File: config.mk
export PLATFORM = sky130hd
export DESIGN_NAME = ctrl_mux
export DESIGN_NICKNAME = d
export VERILOG_FILES = /design/src/rtl/ctrl_mux.sv
export SDC_FILE = /design/constraint.sdc
export NUM_CORES = 1
export LEC_CHECK = 0
export ABC_AREA = 1
export ABC_CLOCK_PERIOD_IN_PS = 3500
export BUFFER_PORTS_ARGS = -buffer_cell sky130_fd_sc_hd__buf_2
export CAP_MARGIN = 20
export CELL_PAD_IN_SITES_DETAIL_PLACEMENT = 0
export CELL_PAD_IN_SITES_GLOBAL_PLACEMENT = 1
export CORE_MARGIN = 10
export CORE_UTILIZATION = 30
export DETAILED_ROUTE_END_ITERATION = 10
export PLACE_DENSITY_LB_ADDON = 0.15
export SLEW_MARGIN = 10
export SYNTH_ARGS = -nofsm -noshare
export SYNTH_HDL_FRONTEND = slang
export SYNTH_SLANG_ARGS = --single-unit
File: constraint.sdc
create_clock -name clk -period 3.5 [get_ports clk]
set_clock_uncertainty 0.15 [all_clocks]
set_input_delay 0.35 -clock clk [delete_from_list [all_inputs] [get_ports clk]]
set_output_delay 0.35 -clock clk [all_outputs]
set_load 0.03 [all_outputs]
File: src/rtl/ctrl_mux.sv
// rtl/ctrl_mux.sv - frame-level round-robin stream merger with source-index sideband
module ctrl_mux #(
  parameter int DATA_WIDTH     = 16,
  parameter int S_COUNT        = 2,
  parameter int SELECTOR_WIDTH = $clog2(S_COUNT),
  parameter int KEEP_ENABLE    = 1,
  parameter int KEEP_WIDTH     = DATA_WIDTH/8
) (
  input  logic                          clk,
  input  logic                          rst,
  input  logic [S_COUNT*DATA_WIDTH-1:0] s_val_axis_tdata,
  input  logic [S_COUNT*KEEP_WIDTH-1:0] s_val_axis_tkeep,
  input  logic [S_COUNT-1:0]            s_val_axis_tlast,
  input  logic [S_COUNT-1:0]            s_val_axis_tvalid,
  output logic [S_COUNT-1:0]            s_val_axis_tready,
  output logic [DATA_WIDTH-1:0]         m_val_axis_tdata,
  output logic [KEEP_WIDTH-1:0]         m_val_axis_tkeep,
  output logic                          m_val_axis_tlast,
  output logic                          m_val_axis_tvalid,
  input  logic                          m_val_axis_tready,
  output logic [SELECTOR_WIDTH-1:0]     m_source_tdata,
  output logic                          m_source_tvalid,
  input  logic                          m_source_tready
);

  typedef enum logic {IDLE, PASS} state_t;

  state_t                    state, state_next;
  logic [SELECTOR_WIDTH-1:0] grant, last_grant, winner, cand;
  logic                      found, slot_free, out_ready, take_grant, accept;
  logic [DATA_WIDTH-1:0]     in_data [S_COUNT];
  logic [KEEP_WIDTH-1:0]     in_keep [S_COUNT];
  logic [KEEP_WIDTH-1:0]     sel_keep;
  logic                      sel_last;

  for (genvar i = 0; i < S_COUNT; i++) begin : g_unpack
    assign in_data[i] = s_val_axis_tdata[i*DATA_WIDTH +: DATA_WIDTH];
    assign in_keep[i] = s_val_axis_tkeep[i*KEEP_WIDTH +: KEEP_WIDTH];
  end

  // Without keep support every beat is a whole frame.
  assign sel_keep  = (KEEP_ENABLE != 0) ? in_keep[grant] : '1;
  assign sel_last  = (KEEP_ENABLE != 0) ? s_val_axis_tlast[grant] : 1'b1;
  assign out_ready = !m_val_axis_tvalid || m_val_axis_tready;
  assign slot_free = !m_source_tvalid || m_source_tready;

  // Rotating search starting just past the previous winner.
  always_comb begin
    winner = '0;
    found  = 1'b0;
    cand   = last_grant;
    for (int k = 0; k < S_COUNT; k++) begin
      cand = (cand == SELECTOR_WIDTH'(S_COUNT-1)) ? '0 : cand + SELECTOR_WIDTH'(1);
      if (!found && s_val_axis_tvalid[cand]) begin
        found  = 1'b1;
        winner = cand;
      end
    end
  end

  always_comb begin
    state_next        = state;
    s_val_axis_tready = '0;
    take_grant        = 1'b0;
    accept            = 1'b0;
    case (state)
      IDLE: begin
        if (found && slot_free) begin
          take_grant = 1'b1;
          state_next = PASS;
        end
      end
      PASS: begin
        s_val_axis_tready[grant] = out_ready;
        accept = out_ready && s_val_axis_tvalid[grant];
        if (accept && sel_last) state_next = IDLE;
      end
      default: state_next = IDLE;
    endcase
  end

  always_ff @(posedge clk) begin
    if (rst) begin
      state             <= IDLE;
      grant             <= '0;
      last_grant        <= SELECTOR_WIDTH'(S_COUNT-1);
      m_source_tdata    <= '0;
      m_source_tvalid   <= 1'b0;
      m_val_axis_tdata  <= '0;
      m_val_axis_tkeep  <= '0;
      m_val_axis_tlast  <= 1'b0;
      m_val_axis_tvalid <= 1'b0;
    end else begin
      state <= state_next;
      // Tag slot: a grant only happens when the slot is free or draining now.
      if (take_grant) begin
        grant           <= winner;
        last_grant      <= winner;
        m_source_tdata  <= winner;
        m_source_tvalid <= 1'b1;
      end else if (m_source_tready) begin
        m_source_tvalid <= 1'b0;
      end
      if (accept) begin
        m_val_axis_tdata  <= in_data[grant];
        m_val_axis_tkeep  <= sel_keep;
        m_val_axis_tlast  <= sel_last;
        m_val_axis_tvalid <= 1'b1;
      end else if (m_val_axis_tready) begin
        m_val_axis_tvalid <= 1'b0;
      end
    end
  end

endmodule

; Word-level counts from Yosys, hierarchy flattened
; Index checks and enable logic that the tools add are counted.
[word_totals]
regBits = 24
out_inout_bits = 24
word_cells = 62
[op_classes]
addsub = 2
order_cmp = 5
mux = 32
bitwise_logic = 3
n_reduce_logical = 12
[ops]
columns = cell, n
row1 = $mux W16, 3
row2 = $mux W1, 23
row3 = $mux W2, 4
row4 = $lt A1 B2 Y1 const B, 3
row5 = $logic_and A1 B1 Y1, 5
row6 = $reduce_bool A2 Y1, 2
row7 = $logic_not A1 Y1, 3
row8 = $add A1 B1 Y1 const B, 2
row9 = $and A2 B2 Y2, 1
row10 = $ge A2 B2 Y1 const B, 1
row11 = $logic_or A1 B1 Y1, 2
row12 = $not A1 Y2, 1
row13 = $pmux W1 S2, 1
row14 = $demux W1 S1, 1
row15 = $ge A1 B1 Y1 const B, 1
row16 = $not A1 Y1, 1

; Depth between registers and ports, before layout
; Gate-level depths: netlist of run 1.
[depth]
depth_word = 12
ltp_mapped = 7
mapped_depth_nobuf = 6

; Least setup slack after synthesis of run 1
; No wires, ideal clock.
[synth_timing]
path_type = register to output
startpoint = register grant
endpoint = output s_val_axis_tready[1]
t_arrival_ps = 1500
slack_ps = 1500
path_stages_with_launch = 4
path_cell_list = dfxtp_1 inv_2 buf_2 nor3_1
[synth_between]
elab_chain_len = 6
[synth_rtl]
columns = element, line_no
row1 = from (decl), 29  ; logic [SELECTOR_WIDTH-1:0] grant, last_grant, winner, cand;
row2 = from (signal assigned), 97  ; grant <= winner;
row3 = $lt A1 B2 Y1 (implied by the code) / $ge A1 B1 Y1 (equally long branches), 74  ; s_val_axis_tready[grant] = out_ready;
row4 = $logic_and A1 B1 Y1 (implied by the code), 74
row5 = $mux W1 (implied by the code), 74
row6 = $demux W1 S1 *, 74
row7 = $and A2 B2 Y2 (no source line) *, -
row8 = $mux W2 *, 66  ; case (state)
row9 = to (decl), 15  ; output logic [S_COUNT-1:0] s_val_axis_tready,
; Mark *: on every way between the ends. The rest lies on a longest branch, timed or not.

; Final worst setup path of run 1
[layout_timing]
startpoint = register grant
endpoint = register m_val_axis_tlast
[layout_between]
elab_chain_len = 4
[layout_rtl]
columns = element, line_no
row1 = $mux W1 (implied by the code) (2 in series), 75  ; accept = out_ready && s_val_axis_tvalid[grant];
row2 = $logic_and A1 B1 Y1, 75
row3 = $mux W1, 66
row4 = to (signal assigned), 107  ; m_val_axis_tlast <= sel_last;
row5 = to (decl), 18  ; output logic m_val_axis_tlast,
; Parallel ways exist; a longest one is shown, timed or not. The select of a mux whose other input is x is not followed.
; A chain may end at the register's enable or synchronous reset.

==> qor.csv, run 1 <==
stage;metric;value;unit
outcome;status;finished clean;
placed_design;numPortBuffers;67;
sta;setup-tns-final;0;ns
cts;cts.repair.resized;0;
cts;numCtsBuffers;3;
sta;fin_ws;0.8856;ns
global_route;antenna_found_initial;0;
setup_path;r2r_setup_slack;0.89;ns
floorplan;dieArea;6825;µm²
setup_path;start_kind;flop;
floorplan;start_util;0.3165;
setup_path;r2r_cells;6;
global_route;grt.overflow.total;0;
routing;ant_nets;0;
cts;path_clk_slew;0.08;ns
layout;drive_gt1_frac;0.3067;
power;p_sw_frac;0.3161;
placed_design;dp_slack;0.8700;ns
layout;nets;283;
synthesis;syn_avg_cell_area;6.534;µm²
synthesis;ys_seq_elements;24;
routing;vias;1344;
worst_hold_path;hold_path.class;in2reg;
cts;post_cts_buffers;0;
cts;numClockSinks;24;
synthesis;ys_warn_count;0;
setup_path;worstPathRequired;3.49;ns
placed_design;hpwl;2991;µm
power;combPwrFrac;0.244;
layout;final_cell_mix;nand2_1, buf_2, dfxtp_1, a21oi_1, nand4_1;
job;drv_cap;0;
layout;final_cells;286;
worst_hold_path;worstHoldStart;m_source_tready;
routing;viasPerCell;4.699;
global_route;grt_pass1_vias;1308;
power;sequentialPowerShare;0.471;
synthesis;synth.cell_area;1176;µm²
sta;fin_crit;2.614;ns
setup_path;cp-end-kind;flop;
routing;wl_per_cell;13.84;µm
cts;cts.path.max_buffers;2;
sta;tightest_slew;0.7883;ns
setup_path;critPathMaxFanout;21;
power;power.density;418.1;nW/µm²
floorplan;io_pins;68;
sta;slew_violations;0;
layout;num_antenna_cells;0;
floorplan;rows;22;
power;switchingPower;0.2064;mW
sta;fin_crit_sh;0.7470;
cts;cts-root-buf;clkbuf_8;
worst_hold_path;hold_path_end;m_source_tvalid$_SDFFE_PP0P_;
routing;drt-total-wl;3957;µm
sta;rsz0062_at_grt;no;
sta;setup_viol;0;
cts;ctsHoldBuffers;0;
synthesis;ys_types;16;
placed_design;place.gp.congestion;0.7650;
global_route;grt_pass1_wl;6147;µm
global_route;grt_max_degree;24;
sta;hold_violations;0;
synthesis;synth_cells;180;
synthesis;syn_nets;224;
worst_hold_path;holdPathStages;4;
power;ir_drop;0.2524;mV
power;p_int;0.4466;mW
synthesis;synth-seq-area-share;0.4085;
floorplan;dieWidth;82.62;µm
power;power_frac_clock;0.284;
routing;drc;0;
routing;first_pass_iters;4;
cts;cts_htree_levels;1;
setup_path;r2r-start;grant$_SDFFE_PP0P_;
sta;slew_headroom;0.4730;
cts;insertion_delay;0.26;ns
power;p_leak;0.8147;nW
cts;tritoncts;done;
layout;final_common_cell;nand2_1;
layout;area_growth;32.77;%
global_route;grt_use_total;0.1128;
setup_path;cp.arrival;2.60;ns
floorplan;dieHeight;82.62;µm
layout;seq_area;480.5;µm²
floorplan;core;3716;µm²
setup_path;worst-setup-path-type;reg2reg;
layout;multi_input_area;600.6;µm²
layout;fillers;421;
placed_design;dp.cells;282;
sta;fmax;0.3825;GHz
setup_path;r2r-end;m_val_axis_tlast$_SDFFE_PP0P_;
routing;first_iter_violations;99;
[final cells by class]
cell class | instances | area share
clock buffer | 4 | 0.03526
inverter | 6 | 0.01442
multi-input combinational | 136 | 0.3846
sequential | 24 | 0.3077
tap | 48 | 0.03846
timing repair buffer | 68 | 0.2196
[Yosys cell counts]
| master | n | area [µm²] |
|---|---|---|
| nor3_1 | 2 | 10.01 |
| inv_2 | 1 | 3.750 |
| buf_6 | 1 | 11.26 |
| buf_2 | 7 | 35.03 |
| nand2_1 | 84 | 315.3 |
| nand4_1 | 19 | 118.9 |
| nor2_1 | 3 | 11.26 |
| dfxtp_1 | 24 | 480.5 |
| inv_1 | 5 | 18.77 |
| buf_4 | 1 | 7.510 |
| clkbuf_1 | 3 | 11.26 |
| nand3b_1 | 1 | 7.510 |
| buf_1 | 2 | 7.510 |
| a21oi_1 | 23 | 115.1 |
| nand3_1 | 3 | 15.01 |
| a21boi_0 | 1 | 7.510 |
[cell families (layout without fill, tap and decap cells)]
| group | count (synthesis) | count (layout) | synth area share |
|---|---|---|---|
| simple gates | 112 | 112 | 0.4064 |
| compound gates | 24 | 24 | 0.1043 |
| flops | 24 | 24 | 0.4085 |
| buf+inv | 20 | 78 | 0.08085 |
[flip-flops by register name, summed over array words and instances (netlist names)]
register and flops:
m_val_axis_tlast 1, m_val_axis_tdata 16, grant 1, m_source_tvalid 1, m_val_axis_tkeep 2, m_val_axis_tvalid 1, state 1, last_grant 1
[critical path, stage by stage, from the launching register on]
cell and delay, ns:
dfxtp_1 0.38, inv_2 0.30, nand2_1 0.09, nand2_1 0.50
nand3_1 0.76, nand2_1 0.22, a21oi_1 0.09
[stage by stage]
stage	power (mW)	hold slack [ns]	area [µm²]	utilization
after CTS	0.6642	0.2142	1562	0.4202
after floorplan	0.4210	0.2691	1176	-
after global placement	0.4759	0.3021	1506	0.4054
after global routing	0.6976	0.2237	1562	0.4202
after detailed placement	0.4757	0.3045	1506	0.4054
final	0.6529	0.2228	1562	0.4202
[metal layers]
layer  wire (µm)  global-route usage
met4          17             0.01672
met1        1672              0.1344
met3         340             0.04212
met5           0                   0
met2        1928              0.1928
[how the worst max path moves through the flow]
stage | start | endpoint | slack [ns] | depth (start not counted)
6_report | grant$_SDFFE_PP0P_ | m_val_axis_tlast$_SDFFE_PP0P_ | 0.89 | 6
5_1_grt | grant$_SDFFE_PP0P_ | m_val_axis_tlast$_SDFFE_PP0P_ | 0.52 | 6
4_1_cts | grant$_SDFFE_PP0P_ | m_val_axis_tdata[2]$_SDFFE_PP0P_ | 0.87 | 6
3_5_place_dp | grant$_SDFFE_PP0P_ | m_val_axis_tdata[2]$_SDFFE_PP0P_ | 0.87 | 6
3_3_place_gp | grant$_SDFFE_PP0P_ | m_val_axis_tdata[13]$_SDFFE_PP0P_ | 0.91 | 6
2_1_floorplan | grant$_SDFFE_PP0P_ | s_val_axis_tready[1] | 1.50 | 3
[power by group through the flow]
stage | clock network (mW) | logic, mW | registers, mW
floorplan | 0 | 0.0822 | 0.339
global placement | 0 | 0.162 | 0.314
detailed placement | 0 | 0.162 | 0.314
CTS | 0.194 | 0.162 | 0.308
global route | 0.208 | 0.179 | 0.311
finish | 0.186 | 0.159 | 0.308
Power figures use the tool's default switching activity.
==> inputs of run 2 (changes only) <==
ABC_AREA = 0   (was 1)
ABC_CLOCK_PERIOD_IN_PS = 2100   (was 3500)
CORE_UTILIZATION = 29   (was 30)
clock period = 2.1 ns   (was 3.5 ns; I/O delays follow)
==> qor.csv, run 2 <==
stage;metric;value;unit;change
outcome;status;finished clean;;unchanged
setup_path;start_kind;flop;;unchanged
cts;cts.path.max_buffers;2;;unchanged
sta;whs;0.1524;ns;was 0.2228 ns
synthesis;synth_cells;140;;was 180
sta;rsz0062_at_grt;no;;unchanged
floorplan;dieWidth;87.63;µm;was 82.62 µm
setup_path;worstPathRequired;1.74;ns;was 3.49 ns
placed_design;dp.cells;248;;was 282
setup_path;critPathMaxFanout;9;;was 21
cts;numClockSinks;24;;unchanged
power;total_power;1.309;mW;was 0.6529 mW
cts;path_clk_slew;0.09;ns;was 0.08 ns
routing;viasPerCell;5.282;;was 4.699
placed_design;numPortBuffers;67;;unchanged
placed_design;place.gp.congestion;0.6890;;was 0.7650
synthesis;synth_most_common_cell;dfxtp_1;;was nand2_1
setup_path;cp-end-kind;primary output;;was flop
job;drv_cap;0;;unchanged
sta;slew_violations;0;;unchanged
synthesis;async_reset_ff_frac;0;;unchanged
sta;hold_violations;0;;unchanged
synthesis;synth_top_area_share;0.3623;;was 0.4085
synthesis;syn_nets;184;;was 224
layout;area_growth;27.92;%;was 32.77%
cts;post_cts_buffers;0;;unchanged
layout;final_cells;252;;was 286
floorplan;core;4384;µm²;was 3716 µm²
synthesis;synth_edf_count;0;;unchanged
global_route;grt.busiest_layer;met2;;unchanged
worst_hold_path;hold_path_end;grant$_SDFFE_PP0P_;;was m_source_tvalid$_SDFFE_PP0P_
floorplan;start_util;0.3025;;was 0.3165
power;power.density;771.3;nW/µm²;was 418.1 nW/µm²
worst_hold_path;worstHoldStart;s_val_axis_tvalid[1];;was m_source_tready
layout;num_antenna_cells;0;;unchanged
sta;fin_crit;1.684;ns;
layout;final_cell_mix;buf_2, dfxtp_1, nor3_1, mux2_2;;was nand2_1, buf_2, dfxtp_1, a21oi_1, nand4_1
cts;cts_htree_levels;1;;unchanged
routing;vias;1331;;was 1344
global_route;use_met1;0.1304;;was 0.1344
sta;setup_viol;0;;unchanged
synthesis;synthTopCellsByArea;dfxtp_1, mux2_2, a31oi_1;;was dfxtp_1, nand2_1, nand4_1
layout;top_regs;m_val_axis_tdata (16), m_val_axis_tkeep (2);;unchanged
worst_hold_path;hold_path.class;in2reg;;unchanged
global_route;antenna_found_initial;0;;unchanged
cts;cts.repair.resized;0;;unchanged
synthesis;ys_seq_elements;24;;unchanged
routing;drt-total-wl;4238;µm;was 3957 µm
setup_path;r2r_setup_slack;0.45;ns;was 0.89 ns
setup_path;worst-setup-path-type;reg2out;;was reg2reg
routing;wl_per_cell;16.82;µm;was 13.84 µm
layout;nets;245;;was 283
routing;drc;0;;unchanged
routing;ant_nets;0;;unchanged
cts;numCtsBuffers;3;;unchanged
routing;first_pass_iters;4;;unchanged
synthesis;ys_warn_count;0;;unchanged
cts;insertion_delay;0.27;ns;was 0.26 ns
global_route;grt_use_total;0.1101;;was 0.1128
cts;ctsHoldBuffers;0;;unchanged
sta;tightest_slew;0.6342;ns;was 0.7883 ns
layout;top_register;m_val_axis_tdata;;unchanged
global_route;grt.overflow.total;0;;unchanged
worst_hold_path;holdPathStages;3;;was 4
sta;setup-tns-final;0;ns;unchanged
cts;cts-root-buf;clkbuf_8;;unchanged
global_route;grt_pass1_vias;1412;;was 1308
synthesis;synthFlopType;dfxtp_1;;unchanged
routing;first_iter_violations;72;;was 99
synthesis;syn_avg_cell_area;9.473;µm²;was 6.534 µm²
floorplan;rows;24;;was 22
power;p_leak;0.7381;nW;was 0.8147 nW
power;ir_drop;0.2856;mV;was 0.2524 mV
global_route;grt_max_degree;25;;was 24
synthesis;ys_types;24;;was 16
floorplan;dieArea;7678;µm²;was 6825 µm²
synthesis;synth-seq-area-share;0.3623;;was 0.4085
global_route;use_met2;0.1667;;was 0.1928
layout;largest_register_ffs;16;;unchanged
floorplan;dieHeight;87.63;µm;was 82.62 µm
setup_path;r2r-start;grant$_SDFFE_PP0P_;;unchanged
sta;fin_crit_sh;0.8018;;
layout;drive_gt1_frac;0.4900;;was 0.3067
sta;fmax;0.5939;GHz;
sta;slew_headroom;0.5682;;was 0.4730
synthesis;synthTopCellsByCount;dfxtp_1, mux2_2, nor3_1;;was nand2_1, dfxtp_1, a21oi_1
synthesis;synth.cell_area;1326;µm²;was 1176 µm²
cts;tritoncts;done;;unchanged
placed_design;hpwl;3057;µm;was 2991 µm
floorplan;io_pins;68;;unchanged
layout;final_common_cell;buf_2;;was nand2_1
synthesis;yosysTopAreaCell;dfxtp_1;;unchanged
layout;fillers;468;;was 421
setup_path;r2r-end;m_val_axis_tdata[11]$_SDFFE_PP0P_;;was m_val_axis_tlast$_SDFFE_PP0P_
setup_path;r2r_cells;4;;was 6
global_route;gr-usage-met3;0.05385;;was 0.04212
global_route;grt_pass1_wl;6886;µm;was 6147 µm
setup_path;cp.arrival;1.32;ns;was 2.60 ns
## run 2: cell types whose count changed after synthesis, moves of 3 or more
cell,previous run,this run
a31oi_1,0,18
a21oi_1,23,3
nor4_1,0,18
nand2_1,84,1
nand4_1,19,2
o31ai_1,0,3
nor3_1,2,19
mux2_2,0,19
buf_6,1,6
inv_1,5,2
## run 2: kinds of logic after synthesis
family                 count (synthesis)  share of synthesized area
AOI/OAI and AO/OA                     26                     0.1226
buffers and inverters                 19                     0.1160
DFF                                   24                     0.3623
muxes                                 21                     0.1896
and+or+nand+nor                       50                     0.2094
## run 2: cell type report
type                            instances  area [µm²]  share of cell area
Sequential cell                        24       480.5              0.2832
Multi-Input combinational cell         97       691.9              0.4078
Clock inverter                          1       30.03             0.01770
Clock buffer                            3       41.29             0.02434
Timing Repair Buffer                   73       380.4              0.2242
Inverter                                2       7.507            0.004425
Tap cell                               52       65.06             0.03835
## run 2: metal layers
metal	wire [µm]	up-vias
li1	-	654
met1	1788	610
met5	0	-
met4	60	0
met2	1841	59
met3	548	8
## run 2: power breakdown
group / switching [mW] / internal [mW] / total [mW]
registers: 0.0204 / 0.496 / 0.516
clock network: 0.158 / 0.255 / 0.413
logic: 0.230 / 0.149 / 0.380
total: 0.408 / 0.900 / 1.31
## run 2: worst max path at each step
stage,startpoint,endpoint,slack (ns),depth (start not counted)
floorplan,grant$_SDFFE_PP0P_,s_val_axis_tready[0],0.30,3
global placement,grant$_SDFFE_PP0P_,m_val_axis_tdata[9]$_SDFFE_PP0P_,0.49,4
detailed placement,grant$_SDFFE_PP0P_,m_val_axis_tkeep[1]$_SDFFE_PP0P_,0.46,4
CTS,m_val_axis_tvalid$_SDFFE_PP0P_,s_val_axis_tready[1],0.42,3
global route,grant$_SDFFE_PP0P_,m_val_axis_tdata[0]$_SDFFE_PP0P_,0.27,4
finish,m_val_axis_tvalid$_SDFFE_PP0P_,s_val_axis_tready[1],0.42,3
## run 2: worst max-delay path: stages, from the launching register on
cell and delay (ns):
dfxtp_1 0.36, nand2b_1 0.24, and3_1 0.27, buf_2 0.17
## run 2: per-stage QoR
step                        util  instance area, µm²  setup slack, ns
final                     0.3870                1697           0.4163
after global placement    0.3707                1625           0.4906
after CTS                 0.3870                1697           0.4231
after floorplan                -                1326           0.2988
after detailed placement  0.3707                1625           0.4600
after global routing      0.3870                1697           0.2746
==> inputs of run 3 (changes only) <==
ABC_AREA = 1   (was 0)
ABC_CLOCK_PERIOD_IN_PS = 1600   (was 2100)
CORE_UTILIZATION = 28   (was 29)
clock period = 1.6 ns   (was 2.1 ns; I/O delays follow)
==> qor.csv, run 3 (synthesis results as in run 1) <==
stage;metric;value;unit;change
cts;cts.path.max_buffers;2;;unchanged
layout;nets;294;;was 245
routing;first_pass_iters;4;;unchanged
layout;area_growth;42.66;%;was 27.92%
worst_hold_path;hold_path.class;in2reg;;unchanged
layout;drive_gt1_frac;0.3534;;was 0.4900
cts;insertion_delay;0.27;ns;about the same
floorplan;dieHeight;84.81;µm;was 87.63 µm
routing;ant_nets;0;;unchanged
placed_design;place.gp.congestion;0.7539;;was 0.6890
sta;fin_crit_sh;0.9244;;
routing;drt-total-wl;4225;µm;was 4238 µm
global_route;antenna_found_initial;0;;unchanged
cts;path_clk_slew;0.09;ns;about the same
cts;cts-root-buf;clkbuf_8;;unchanged
sta;setup_viol;0;;unchanged
layout;top_regs;m_val_axis_tdata (16), m_val_axis_tkeep (2);;unchanged
setup_path;start_kind;flop;;unchanged
floorplan;io_pins;68;;unchanged
placed_design;hpwl;3313;µm;was 3057 µm
sta;hold_violations;0;;unchanged
sta;fin_crit;1.479;ns;
layout;num_antenna_cells;0;;unchanged
sta;fmax;0.6762;GHz;
cts;post_cts_buffers;0;;unchanged
layout;top_register;m_val_axis_tdata;;unchanged
power;ir_drop;0.3587;mV;was 0.2856 mV
setup_path;cp-end-kind;primary output;;unchanged
cts;tritoncts;done;;unchanged
floorplan;core;4029;µm²;was 4384 µm²
sta;rsz0062_at_grt;no;;unchanged
job;drv_cap;0;;unchanged
global_route;grt_max_degree;20;;was 25
power;total_power;1.601;mW;was 1.309 mW
power;p_leak;0.8757;nW;was 0.7381 nW
setup_path;critPathMaxFanout;8;;was 9
layout;largest_register_ffs;16;;unchanged
global_route;grt_pass1_wl;7072;µm;was 6886 µm
floorplan;start_util;0.2919;;was 0.3025
layout;final_cell_mix;nand2_1, buf_2, a21oi_1, dfxtp_1, nand4_1;;was buf_2, dfxtp_1, nor3_1, mux2_2
global_route;grt_pass1_vias;1494;;was 1412
layout;final_common_cell;nand2_1;;was buf_2
floorplan;dieArea;7193;µm²;was 7678 µm²
global_route;grt_use_total;0.1155;;was 0.1101
setup_path;worstPathRequired;1.29;ns;was 1.74 ns
setup_path;cp.arrival;1.17;ns;was 1.32 ns
cts;numCtsBuffers;3;;unchanged
floorplan;dieWidth;84.81;µm;was 87.63 µm
cts;ctsHoldBuffers;0;;unchanged
sta;setup-tns-final;0;ns;unchanged
global_route;grt.overflow.total;0;;unchanged
cts;numClockSinks;24;;unchanged
sta;slew_headroom;0.8666;;was 0.5682
sta;tightest_slew;0.1995;ns;was 0.6342 ns
floorplan;rows;23;;was 24
power;power.density;954.3;nW/µm²;was 771.3 nW/µm²
outcome;status;finished clean;;unchanged
routing;wl_per_cell;14.13;µm;was 16.82 µm
cts;cts_htree_levels;1;;unchanged
sta;slew_violations;0;;unchanged
routing;viasPerCell;4.538;;was 5.282
routing;drc;0;;unchanged
routing;first_iter_violations;34;;was 72
setup_path;worst-setup-path-type;reg2out;;unchanged
routing;vias;1357;;was 1331
placed_design;numPortBuffers;67;;unchanged
## run 3: what timing repair did
item / 4_1_cts / 5_1_grt
gates resized for setup: 1 / 2
endpoints found under the hold margin: 0 / 0
setup endpoints to repair: 2 / 5
## run 3: area by class of cell
class                   count  area (µm²)
fillers                   454        2351
multi-input cells         136       610.6
flip-flops and latches     24       485.5
repair buffers             79       425.4
well taps                  50       62.56
clock buffers               3       41.29
clock inverters             1       30.03
inverters                   6       22.52
## run 3: layer usage
layer,track usage,vias to the layer above,wire length (µm)
met5,0,-,0
met4,0.03144,0,22
met3,0.04493,2,342
met2,0.1970,41,1957
met1,0.1308,583,1903
li1,-,731,-
## run 3: path summary, 6_finish.rpt
check / cells past startpoint / end / start / slack, ns
worst max-delay path: 3 / s_val_axis_tready[0] / grant$_SDFFE_PP0P_ / 0.12
worst max register to register: 7 / m_val_axis_tdata[11]$_SDFFE_PP0P_ / grant$_SDFFE_PP0P_ / 0.21
worst min-delay path: 2 / m_val_axis_tdata[7]$_SDFFE_PP0P_ / rst / 0.01
worst min register to register: 2 / m_val_axis_tdata[7]$_SDFFE_PP0P_ / m_val_axis_tdata[7]$_SDFFE_PP0P_ / 0.31
## run 3: per-stage QoR
| step | util | std cells | area, µm² | hold slack [ns] | setup WS [ns] |
|---|---|---|---|---|---|
| detailed placement | 0.3975 | 295 | 1602 | 0.3012 | 0.1732 |
| global route | 0.4165 | 299 | 1678 | 0.02100 | 0.04500 |
| finish | 0.4165 | 299 | 1678 | 0.01436 | 0.1210 |
| floorplan | - | 180 | 1186 | 0.07907 | 0.03819 |
| global placement | 0.3975 | 295 | 1602 | 0.2992 | 0.2296 |
| CTS | 0.4155 | 299 | 1674 | 0.009194 | 0.07039 |
## run 3: worst max-delay path, stage by stage, from the launching register on
cell and delay [ns]:
dfxtp_2 0.35, buf_4 0.16, nor3_2 0.17, buf_2 0.22
## run 3: power by group
group | switching [mW] | internal [mW] | total [mW]
sequential | 0.0270 | 0.638 | 0.665
combinational | 0.249 | 0.146 | 0.395
clock | 0.206 | 0.335 | 0.541
